`src/rtl/buffer_msj_pkg.sv`:
```
// Shared constants and helpers for the buffer_msj message buffer.
package buffer_msj_pkg;

    localparam int DEF_WIDTH = 8;
    localparam int DEF_DEPTH = 4;

    function automatic int ptr_w(input int depth);
        return (depth > 1) ? $clog2(depth) : 1;
    endfunction

endpackage

```
`src/rtl/buffer_msj_ram.sv`:
```
// Message storage: one write port, one asynchronous read port, no reset.
module ram_msj #(
    parameter int WIDTH = 8,
    parameter int DEPTH = 4,
    parameter int AW    = 2
) (
    input  logic             clk,
    input  logic             i_we,
    input  logic [AW-1:0]    i_waddr,
    input  logic [WIDTH-1:0] i_wdata,
    input  logic [AW-1:0]    i_raddr,
    output logic [WIDTH-1:0] o_rdata
);

    logic [WIDTH-1:0] r_mem [DEPTH];

    always_ff @(posedge clk) begin
        if (i_we) begin
            r_mem[i_waddr] <= i_wdata;
        end
    end

    assign o_rdata = r_mem[i_raddr];

endmodule

```
`src/rtl/buffer_msj.sv`:
```
// Circular message buffer with first-word-fall-through output and
// sticky overflow/underflow flags.
module buffer_msj
    import buffer_msj_pkg::*;
#(
    parameter int WIDTH = DEF_WIDTH,
    parameter int DEPTH = DEF_DEPTH
) (
    input  logic                        clk,
    input  logic                        reset,
    input  logic [WIDTH-1:0]            data_input,
    input  logic                        wr_en,
    input  logic                        rd_en,
    input  logic                        flush,
    input  logic                        err_clr,
    output logic [WIDTH-1:0]            data_output,
    output logic                        valid,
    output logic                        full,
    output logic [ptr_w(DEPTH):0]       count,
    output logic                        overflow,
    output logic                        underflow
);

    localparam int PW = ptr_w(DEPTH);
    localparam int CW = PW + 1;

    logic [PW-1:0]    r_wptr;
    logic [PW-1:0]    r_rptr;
    logic [CW-1:0]    r_count;
    logic             r_overflow;
    logic             r_underflow;

    logic             w_empty;
    logic             w_full;
    logic             w_wr_acc;
    logic             w_rd_acc;
    logic             w_ovf_set;
    logic             w_unf_set;
    logic [CW-1:0]    w_count_nxt;
    logic [WIDTH-1:0] w_rdata;

    assign w_empty = (r_count == '0);
    assign w_full  = (r_count == CW'(DEPTH));

    // A full buffer still accepts a write when the head is popped in the same cycle.
    assign w_wr_acc  = wr_en & (~w_full | rd_en) & ~flush;
    assign w_rd_acc  = rd_en & ~w_empty & ~flush;
    assign w_ovf_set = wr_en & w_full & ~rd_en & ~flush;
    assign w_unf_set = rd_en & w_empty & ~flush;

    always_comb begin
        w_count_nxt = r_count;
        if (w_wr_acc && !w_rd_acc) begin
            w_count_nxt = r_count + CW'(1);
        end else if (!w_wr_acc && w_rd_acc) begin
            w_count_nxt = r_count - CW'(1);
        end
    end

    always_ff @(posedge clk) begin
        if (reset) begin
            r_wptr      <= '0;
            r_rptr      <= '0;
            r_count     <= '0;
            r_overflow  <= 1'b0;
            r_underflow <= 1'b0;
        end else begin
            if (flush) begin
                r_wptr  <= '0;
                r_rptr  <= '0;
                r_count <= '0;
            end else begin
                if (w_wr_acc) r_wptr <= r_wptr + PW'(1);
                if (w_rd_acc) r_rptr <= r_rptr + PW'(1);
                r_count <= w_count_nxt;
            end
            r_overflow  <= (r_overflow & ~err_clr) | w_ovf_set;
            r_underflow <= (r_underflow & ~err_clr) | w_unf_set;
        end
    end

    ram_msj #(
        .WIDTH (WIDTH),
        .DEPTH (DEPTH),
        .AW    (PW)
    ) u_ram (
        .clk     (clk),
        .i_we    (w_wr_acc & ~reset),
        .i_waddr (r_wptr),
        .i_wdata (data_input),
        .i_raddr (r_rptr),
        .o_rdata (w_rdata)
    );

    assign valid       = ~w_empty;
    assign full        = w_full;
    assign count       = r_count;
    assign overflow    = r_overflow;
    assign underflow   = r_underflow;
    assign data_output = w_empty ? '0 : w_rdata;

endmodule

```
`config.mk`:
```
export PLATFORM = sky130hd
export DESIGN_NAME = buffer_msj
export DESIGN_NICKNAME = d
export VERILOG_FILES = /design/src/rtl/buffer_msj_pkg.sv /design/src/rtl/buffer_msj_ram.sv /design/src/rtl/buffer_msj.sv
export SDC_FILE = /design/constraint.sdc
export NUM_CORES = 1
export LEC_CHECK = 0
export CORE_AREA = 10 10 77 63
export DETAILED_ROUTE_END_ITERATION = 8
export DIE_AREA = 0 0 87 73
export PLACE_DENSITY = 0.8
export RECOVER_POWER = 50
export SYNTH_ARGS = -nofsm -noshare
export SYNTH_HDL_FRONTEND = slang
export SYNTH_SLANG_ARGS = --single-unit
```
`constraint.sdc`:
```
create_clock -name clk -period 3.8 [get_ports clk]
set_input_delay 0.76 -clock clk [delete_from_list [all_inputs] [get_ports clk]]
set_output_delay 0.76 -clock clk [all_outputs]
set_load 0.01 [all_outputs]
```
Word level (Yosys, flattened, before mapping)
Memory sizes are Yosys's and may differ from the RTL's. A register that Yosys moved wholly into a read port is not among the register bits.
Cells that the tools add are included.
{ "word_totals": {"ff_bits": 9, "mem_bits_rw": 32, "output_inout_bits": 15, "memories": 1} }
{ "op_classes": {"n_addsub": 4, "n_eq_ne": 1, "muxes": 7, "bitwise_logic": 21, "reduce_logical": 7} }
{ "mem_list": {"columns": ["memory", "depth", "word_bits", "rd", "rd_clocked_by_memory_dff", "wr", "line_no", "source"], "rows": [
  ["u_ram.r_mem", 4, 8, 1, 1, 1, "buffer_msj_ram.sv:15", "logic [WIDTH-1:0] r_mem [DEPTH];"]
]} }
{ "op_table": {"columns": ["cell", "count"], "rows": [
  ["1-bit bitwise AND", 12],
  ["8-bit two-way mux", 1],
  ["3-bit two-way mux", 2],
  ["1-bit NOT", 6],
  ["2-bit by 1-bit adder with 2-bit output (second input constant)", 2],
  ["2-bit two-way mux", 2],
  ["3-bit by 1-bit adder with 3-bit output (second input constant)", 1],
  ["3-bit == test (second input constant)", 1],
  ["3-bit logical NOT", 1],
  ["1-bit OR", 3],
  ["3-bit by 1-bit subtractor with 3-bit output (second input constant)", 1],
  ["1-bit logical AND", 2],
  ["1-bit logical NOT", 2],
  ["1-bit two-way mux", 2],
  ["2-bit nonzero test", 1],
  ["2-bit OR reduction", 1]
]} }

Depth between registers and ports, before layout
Gate-level depths: netlist of run 1.
{ "depth": {"depth_word": 9, "depth_mapped": 8} }

Modules after synthesis
Synthesis of run 1 repeated with hierarchy kept, for this count alone.
{ "unflattened": {"cells_unflattened": 106, "area_unflattened_um2": 1706.6} }
{ "by_module_without_submodules": {"columns": ["module", "n_inst", "cells_per_inst", "area_per_inst_um2"], "rows": [
  ["ram_msj", 1, 46, 1188.6],
  ["buffer_msj", 1, 60, 518.0]
]} }

Least setup slack after synthesis of run 1
Ideal clock, no wire load.
{ "synth_path": {"path_kind": "in2reg", "start": "input port flush", "end": "register r_count[2] (netlist: count[2])", "t_arrival_ns": 2.233, "required_time_ns": 3.730, "slack_ns": 1.497, "stages": 8, "n_path_buf": 0, "cell_sequence": "nand2b_1 > nor2_2 > ha_1 > inv_1 > fa_1 > xor2_1 > or3_1 > a21oi_1"} }
{ "synth_via": {"elab_chain_cells": 5} }
{ "synth_rtl": {"columns": ["item", "line_no", "source"], "rows": [
  ["start, declared", "buffer_msj.sv:14", "input logic flush,"],
  ["1-bit NOT *", "buffer_msj.sv:46", "assign w_wr_acc = wr_en & (~w_full | rd_en) & ~flush;"],
  ["1-bit bitwise AND *", "buffer_msj.sv:46", null],
  ["named net w_wr_acc", "buffer_msj.sv:35", "logic w_wr_acc;"],
  ["1-bit logical NOT", "buffer_msj.sv:55", "end else if (!w_wr_acc && w_rd_acc) begin"],
  ["1-bit logical AND", "buffer_msj.sv:55", null],
  ["2-bit nonzero test (no line)", null, null],
  ["end signal, assigned", "buffer_msj.sv:75", "r_count <= w_count_nxt;"],
  ["end, declared", "buffer_msj.sv:29", "logic [CW-1:0] r_count;"]
]} }
Mark *: on every way through the listed nets, which the timed path passes. The rest lies on a longest branch.
A chain may end at the register's enable or synchronous reset.

Worst setup path after layout of run 1
{ "layout_path": {"start": "input port rd_en", "end": "register r_count[2] (netlist: count[2])"} }
{ "layout_via": {"elab_chain_cells": 6} }
{ "layout_rtl": {"columns": ["item", "line_no", "source"], "rows": [
  ["start, declared", "buffer_msj.sv:13", "input logic rd_en,"],
  ["1-bit OR *", "buffer_msj.sv:46", null],
  ["1-bit bitwise AND * (2 in a row)", "buffer_msj.sv:46", null],
  ["named net w_wr_acc", "buffer_msj.sv:35", null],
  ["1-bit logical NOT", "buffer_msj.sv:55", null],
  ["1-bit logical AND", "buffer_msj.sv:55", null],
  ["2-bit nonzero test (no line)", null, null]
]} }
Marks and branches as above.

==> results of run 1 <==
-- layout by cell type, fill, tap and decap left out --
master / n
a21oi_1: 5
and2_1: 4
clkbuf_1: 2
clkbuf_8: 5
clkdlybuf4s50_1: 14
clkinv_2: 1
dfxtp_1: 11
dlygate4sd3_1: 14
edfxtp_1: 32
fa_1: 1
ha_1: 5
inv_1: 4
mux2i_1: 1
mux4_2: 8
nand2_1: 1
nand2b_1: 2
nand3b_1: 1
nand4b_1: 1
nor2_1: 6
nor2_2: 1
nor2b_1: 10
nor3_1: 1
nor3_2: 1
nor3b_1: 1
nor4b_1: 1
o21ai_0: 3
o31ai_1: 2
or2_0: 1
or2_2: 1
or3_1: 3
xor2_1: 3
-- cell usage after synthesis (all sizes together) (3+ instances only) --
cell type / count
dfxtp: 11
a21oi: 5
nor2b: 10
nor2: 7
xor2: 3
mux4: 8
ha: 5
o21ai: 3
inv: 4
or3: 3
and2: 4
edfxtp: 32
-- critical path: cells and delay by family --
family | cells | cell delay, ns
fa+ha+maj | 2 | 0.43
compound gates | 1 | 0.15
xor+xnor | 1 | 0.07
buf+inv | 2 | 0.66
simple gates | 3 | 1.13
-- final timing paths --
path | startpoint | end | slack (ns) | cells past startpoint
max | rd_en | count[2]$_SDFFE_PP0P_ | 0.82 | 9
min | underflow$_SDFF_PP0_ | underflow$_SDFF_PP0_ | 0.48 | 2
max reg2reg | count[2]$_SDFFE_PP0P_ | count[2]$_SDFFE_PP0P_ | 1.41 | 8
min reg2reg | underflow$_SDFF_PP0_ | underflow$_SDFF_PP0_ | 0.48 | 2
-- layout make-up --
type | instances | share of cell area [%]
repair buffers | 28 | 12.9
inverters | 4 | 0.690
flip-flops and latches | 43 | 54.3
clock buffers | 7 | 3.51
well taps | 42 | 2.42
multi-input cells | 63 | 26.0
clock inverters | 1 | 0.230
-- through the flow --
stage / setup slack, ns / hold slack, ns
final: 0.816 / 0.479
after global routing: 0.627 / 0.529
after CTS: 0.763 / 0.480
after detailed placement: 0.803 / 0.467
after global placement: 0.947 / 0.457
after floorplan: 1.50 / 0.459
-- registers in the layout (all words and copies together), names as in the netlist, named ones only --
| name | flops |
|---|---|
| u_ram.r_mem | 32 |
| count | 3 |
| r_rptr | 2 |
| r_wptr | 2 |
| overflow | 1 |
| underflow | 1 |
-- power groups by stage --
stage          clock network, W  logic [W]  registers [W]
5_1_grt                0.000297  0.0000902       0.000518
3_3_place_gp                  0  0.0000838       0.000528
3_5_place_dp                  0  0.0000872       0.000529
6_report               0.000272  0.0000826       0.000517
4_1_cts                0.000278  0.0000875       0.000518
2_1_floorplan                 0  0.0000413       0.000527
-- cell families (layout without fill, tap and decap cells) --
group | after synthesis | after routing
buffers and inverters | 8 | 40
and+or+nand+nor | 35 | 35
adders and majority gates | 6 | 6
AOI/OAI and AO/OA | 10 | 10
muxes | 9 | 9
xor gates and xnor gates | 3 | 3
DFF | 43 | 43
-- routing by layer --
metal,share of wire (%),vias to the layer above,track usage (%)
li1,-,485,-
met1,42,494,13.1
met2,50,22,18.1
met3,5.3,8,3.79
met4,1.8,0,4.31
met5,0,-,0
==> out/qor.yml, run 1 <==
outcome: "complete, no violations"
portBuffers: 28
cts_hold_buf: 0
viasPerCell: 5.37
synth_nets: 134
setup.worst_path.end_class: "register"
wl_per_cell_um: 17.7
post_cts_resized: 0
p_leak_nw: 0.734
start_kind: "primary input"
synth_top_area_share_pct: 53.2
grt_remaining_overflow: 0
synth_area_leader_cell: "edfxtp_1"
die_height_um: 73
synth_top_family_by_area: "simple AND/OR/NAND/NOR gates"
p_clk_share_pct: 31.2
hold_path_class: "register to register"
switching_share_pct: 21.6
die_area_sq_um: 6350
clock_path_buffers: 2
min_period_ns: 2.98
maxCapViolations: 0
grt_max_degree: 13
cts_tree: "built"
yosys.area_share.simple_pct: 12.5
routed-via-count: 1009
grt_pass1_wl_um: 5360
ant_nets: 0
yosys_warnings: 0
skew_ns: 0.00551
cp_data_arrival_time_ns: 3.20
placed_area_sq_um: 2110
drtIter0Drc: 68
finalNonFillerCells: 188
rows: 19
clk_pin_slew_ns: 0.08
setup_tns_ns: 0
ys_ff_latch: 43
area_growth_pct: 20.4
drt_wl_total_um: 3330
crit_path_max_incr_delay_ns: 0.72
synth-edff-count: 32
synth_area_leaders: "edfxtp_1 (53%), dfxtp_1 (12%), mux4_2 (10%)"
critPathSlowestCell: "nor4b_1"
power_frac_seq_pct: 59.3
synth-xor-area-share_pct: 1.45
dr.pass1.iters: 4
io_pins: 29
track_usage_pct: 11.1
h-tree-depth: 2
dp_hpwl_um: 2400
place_inst: 180
fin_nets: 165
power.switching_w: 0.000189
slew_headroom_pct: 43.0
finalPower_w: 0.000872
clk_latency_ns: 0.29
antenna_cells: 0
finalSetupViolCount: 0
synth_cells: 114
first_global_vias: 1045
yosysSeqAreaShare_pct: 65.4
die_x_um: 87
design_area_sq_um: 2180
p_per_area_nw_per_um2: 401
synth.avg_cell_area_sq_um: 15.8
required_ns: 4.02
initial_core_util_pct: 52.4
slew_viol_final: 0
numCtsBuffers: 5
ys_types: 30
worst-path-max-fanout: 6
coreArea_sq_um: 3450
regArea_sq_um: 1180
combPwrFrac_pct: 9.5
multi_input_area_sq_um: 566
clockRootBuffer: "clkbuf_8"
clock_sinks: 43
rsz0062_at_grt: "no"
synthAdderAreaFrac_pct: 4.57
p_int_w: 0.000684
postCtsSetupBuffers: 0
synthMuxAreaShare_pct: 10.5
ir_drop_v: 0.000222
critPathKind: "primary input to register"
hold_viol: 0
grt_antenna_before_repair: 0
max_freq_ghz: 0.335
tightest_slew_ns: 0.842
fin_crit_sh_pct: 78.5
synth_top_flop_cell: "edfxtp_1"
cp_cell_sequence: "dlygate4sd3_1, nor4b_1, nor2_2, ha_1, inv_1, fa_1, xor2_1, or3_1, a21oi_1"
drive_gt1_share_pct: 11.6
gp_congestion: 0.788
syn_area_sq_um: 1810
async_flop_share_pct: 0
nFillCells: 232
final_core_util_pct: 63.1
drc: 0
synth-compound-area-share_pct: 3.32
No activity file was read; power rests on OpenSTA's default activity.
==> inputs of run 2 (changes only) <==
- CORE_AREA: 10 10 77 63 -> 10 10 83 67
- DIE_AREA: 0 0 87 73 -> 0 0 93 77
- PLACE_DENSITY: 0.8 -> 0.73
- clock period: 3.8 -> 2.7 ns (I/O delays scaled with it)
==> run 2 against run 1 <==
  * Clock skew rose by 0.0023 ns
  * Critical path type unchanged
  * Hold slack got worse by 0.0048 ns
  * Die area is 13% higher
  * Register-to-register slack lost 0.93 ns
  * Setup slack got worse by 0.58 ns
  * Sequential power is 40% higher
==> out/qor.yml, run 2 (same netlist as run 1, synthesis figures left out) <==
p_leak_nw: 0.763  # was 0.734 nW
tightest_slew_ns: 0.434  # was 0.842 ns
ir_drop_v: 0.000581  # was 0.000222 V
fin_crit_sh_pct: 91.4
drc: 0  # unchanged
rows: 20  # was 19
clk_latency_ns: 0.28  # was 0.29 ns
routed-via-count: 1028  # was 1,009
track_usage_pct: 9.60  # was 11.1%
die_area_sq_um: 7160  # was 6350 sq um
worst-path-max-fanout: 6  # unchanged
dp_slack_ns: 0.0511  # was 0.803 ns
coreArea_sq_um: 3950  # was 3450 sq um
start_kind: "primary input"  # unchanged
power.switching_w: 0.000258  # was 0.000189 W
clock_path_buffers: 2  # unchanged
antenna_cells: 0  # unchanged
drtIter0Drc: 90  # was 68
grt_pass1_wl_um: 5360  # unchanged
grt_max_degree: 14  # was 13
initial_core_util_pct: 45.7  # was 52.4%
rsz0062_at_grt: "no"  # unchanged
dp_hpwl_um: 2360  # was 2400 um
setup_tns_ns: 0  # unchanged
clockRootBuffer: "clkbuf_8"  # unchanged
required_ns: 2.91  # was 4.02 ns
grt_remaining_overflow: 0  # unchanged
max_freq_ghz: 0.405
area_growth_pct: 24.9  # was 20.4%
hold_viol: 0  # unchanged
cts_hold_buf: 0  # unchanged
clk_pin_slew_ns: 0.08  # about the same
clock_sinks: 43  # unchanged
hold_path_class: "register to register"  # unchanged
final_cell_mix: "edfxtp_1 (32), clkdlybuf4s50_1 (15), dlygate4sd3_1 (13), dfxtp_1 (11), nor2b_1 (10)"  # was edfxtp_1 (32), dlygate4sd3_1 (14), clkdlybuf4s50_1 (14), dfxtp_1 (11), nor2b_1 (10)
finalSetupViolCount: 0  # unchanged
combPwrFrac_pct: 9.4  # was 9.5%
worst_slack_ns: 0.231  # was 0.816 ns
p_per_area_nw_per_um2: 585  # was 401 nW/um^2
ant_nets: 0  # unchanged
die_height_um: 77  # was 73 um
viasPerCell: 5.04  # was 5.37
top_register: "u_ram.r_mem"  # unchanged
portBuffers: 28  # unchanged
postCtsSetupBuffers: 0  # unchanged
power_frac_seq_pct: 55.0  # was 59.3%
maxCapViolations: 0  # unchanged
outcome: "complete, no violations"  # unchanged
gp_congestion: 0.721  # was 0.788
numCtsBuffers: 5  # unchanged
slew_headroom_pct: 71.0  # was 43.0%
drt_wl_total_um: 3160  # was 3330 um
largest_reg_flops: 32  # unchanged
critPathKind: "primary input to register"  # unchanged
layout_commonest_cell: "edfxtp_1"  # unchanged
drive_gt1_share_pct: 14.8  # was 11.6%
slew_viol_final: 0  # unchanged
cp_data_arrival_time_ns: 2.68  # was 3.20 ns
reg2reg_slack_ns: 0.48  # was 1.41 ns
setup.worst_path.end_class: "register"  # unchanged
min_period_ns: 2.47
skew_ns: 0.00781  # was 0.00551 ns
fin_nets: 168  # was 165
p_int_w: 0.00106  # was 0.000684 W
cts_tree: "built"  # unchanged
dr.pass1.iters: 4  # unchanged
switching_share_pct: 19.5  # was 21.6%
p_clk_share_pct: 35.6  # was 31.2%
wl_per_cell_um: 15.5  # was 17.7 um
first_global_vias: 1057  # was 1,045
post_cts_resized: 0  # unchanged
grt_antenna_before_repair: 0  # unchanged
io_pins: 29  # unchanged
die_x_um: 93  # was 87 um
h-tree-depth: 2  # unchanged
[run 2: per-layer routing]
layer / track usage, % / up-vias / wire length, um
li1: - / 494 / -
met3: 3.21 / 4 / 126
met1: 10.9 / 512 / 1320
met5: 0 / - / 0
met2: 16.0 / 18 / 1670
met4: 4.15 / 0 / 46
[run 2: per-stage QoR]
stage / cells / power [W] / utilization (%) / area, sq um / hold slack, ns
final: 204 / 0.00132 / 57.1 / 2260 / 0.475
after CTS: 204 / 0.00134 / 57.2 / 2260 / 0.482
after global placement: 196 / 0.000867 / 54.5 / 2150 / 0.458
after detailed placement: 196 / 0.000872 / 54.5 / 2150 / 0.470
after floorplan: 114 / 0.000800 / - / 1810 / 0.459
after global routing: 204 / 0.00138 / 57.1 / 2260 / 0.510
[run 2: critical path, cell delays in order]
cell and delay (ns):
dlygate4sd3_1 0.64, nor4b_4 0.09, nor2_1 0.17, ha_1 0.21, inv_1 0.06, fa_1 0.37, xor2_1 0.15, or3_1 0.31
a21oi_1 0.13
[run 2: layout make-up]
type	instances	area [sq um]
fillers	346	1700
flip-flops and latches	43	1180
multi-input cells	63	583
repair buffers	31	303
clock buffers	7	76.3
well taps	55	68.8
clock inverters	1	30.0
inverters	4	15.0
[run 2: power by group through the flow]
| stage | Clock [W] | Sequential [W] | Combinational (W) |
|---|---|---|---|
| 2_1_floorplan | 0 | 0.000742 | 0.0000582 |
| 3_3_place_gp | 0 | 0.000741 | 0.000127 |
| 3_5_place_dp | 0 | 0.000742 | 0.000130 |
| 4_1_cts | 0.000486 | 0.000727 | 0.000131 |
| 5_1_grt | 0.000515 | 0.000727 | 0.000137 |
| 6_report | 0.000470 | 0.000726 | 0.000124 |
[run 2: path summary, 6_finish.rpt]
kind | startpoint | to | cells past startpoint
worst max-delay path | rd_en | count[2]$_SDFFE_PP0P_ | 9
worst min-delay path | underflow$_SDFF_PP0_ | underflow$_SDFF_PP0_ | 2
worst max register to register | count[1]$_SDFFE_PP0P_ | count[2]$_SDFFE_PP0P_ | 8
worst min register to register | underflow$_SDFF_PP0_ | underflow$_SDFF_PP0_ | 2
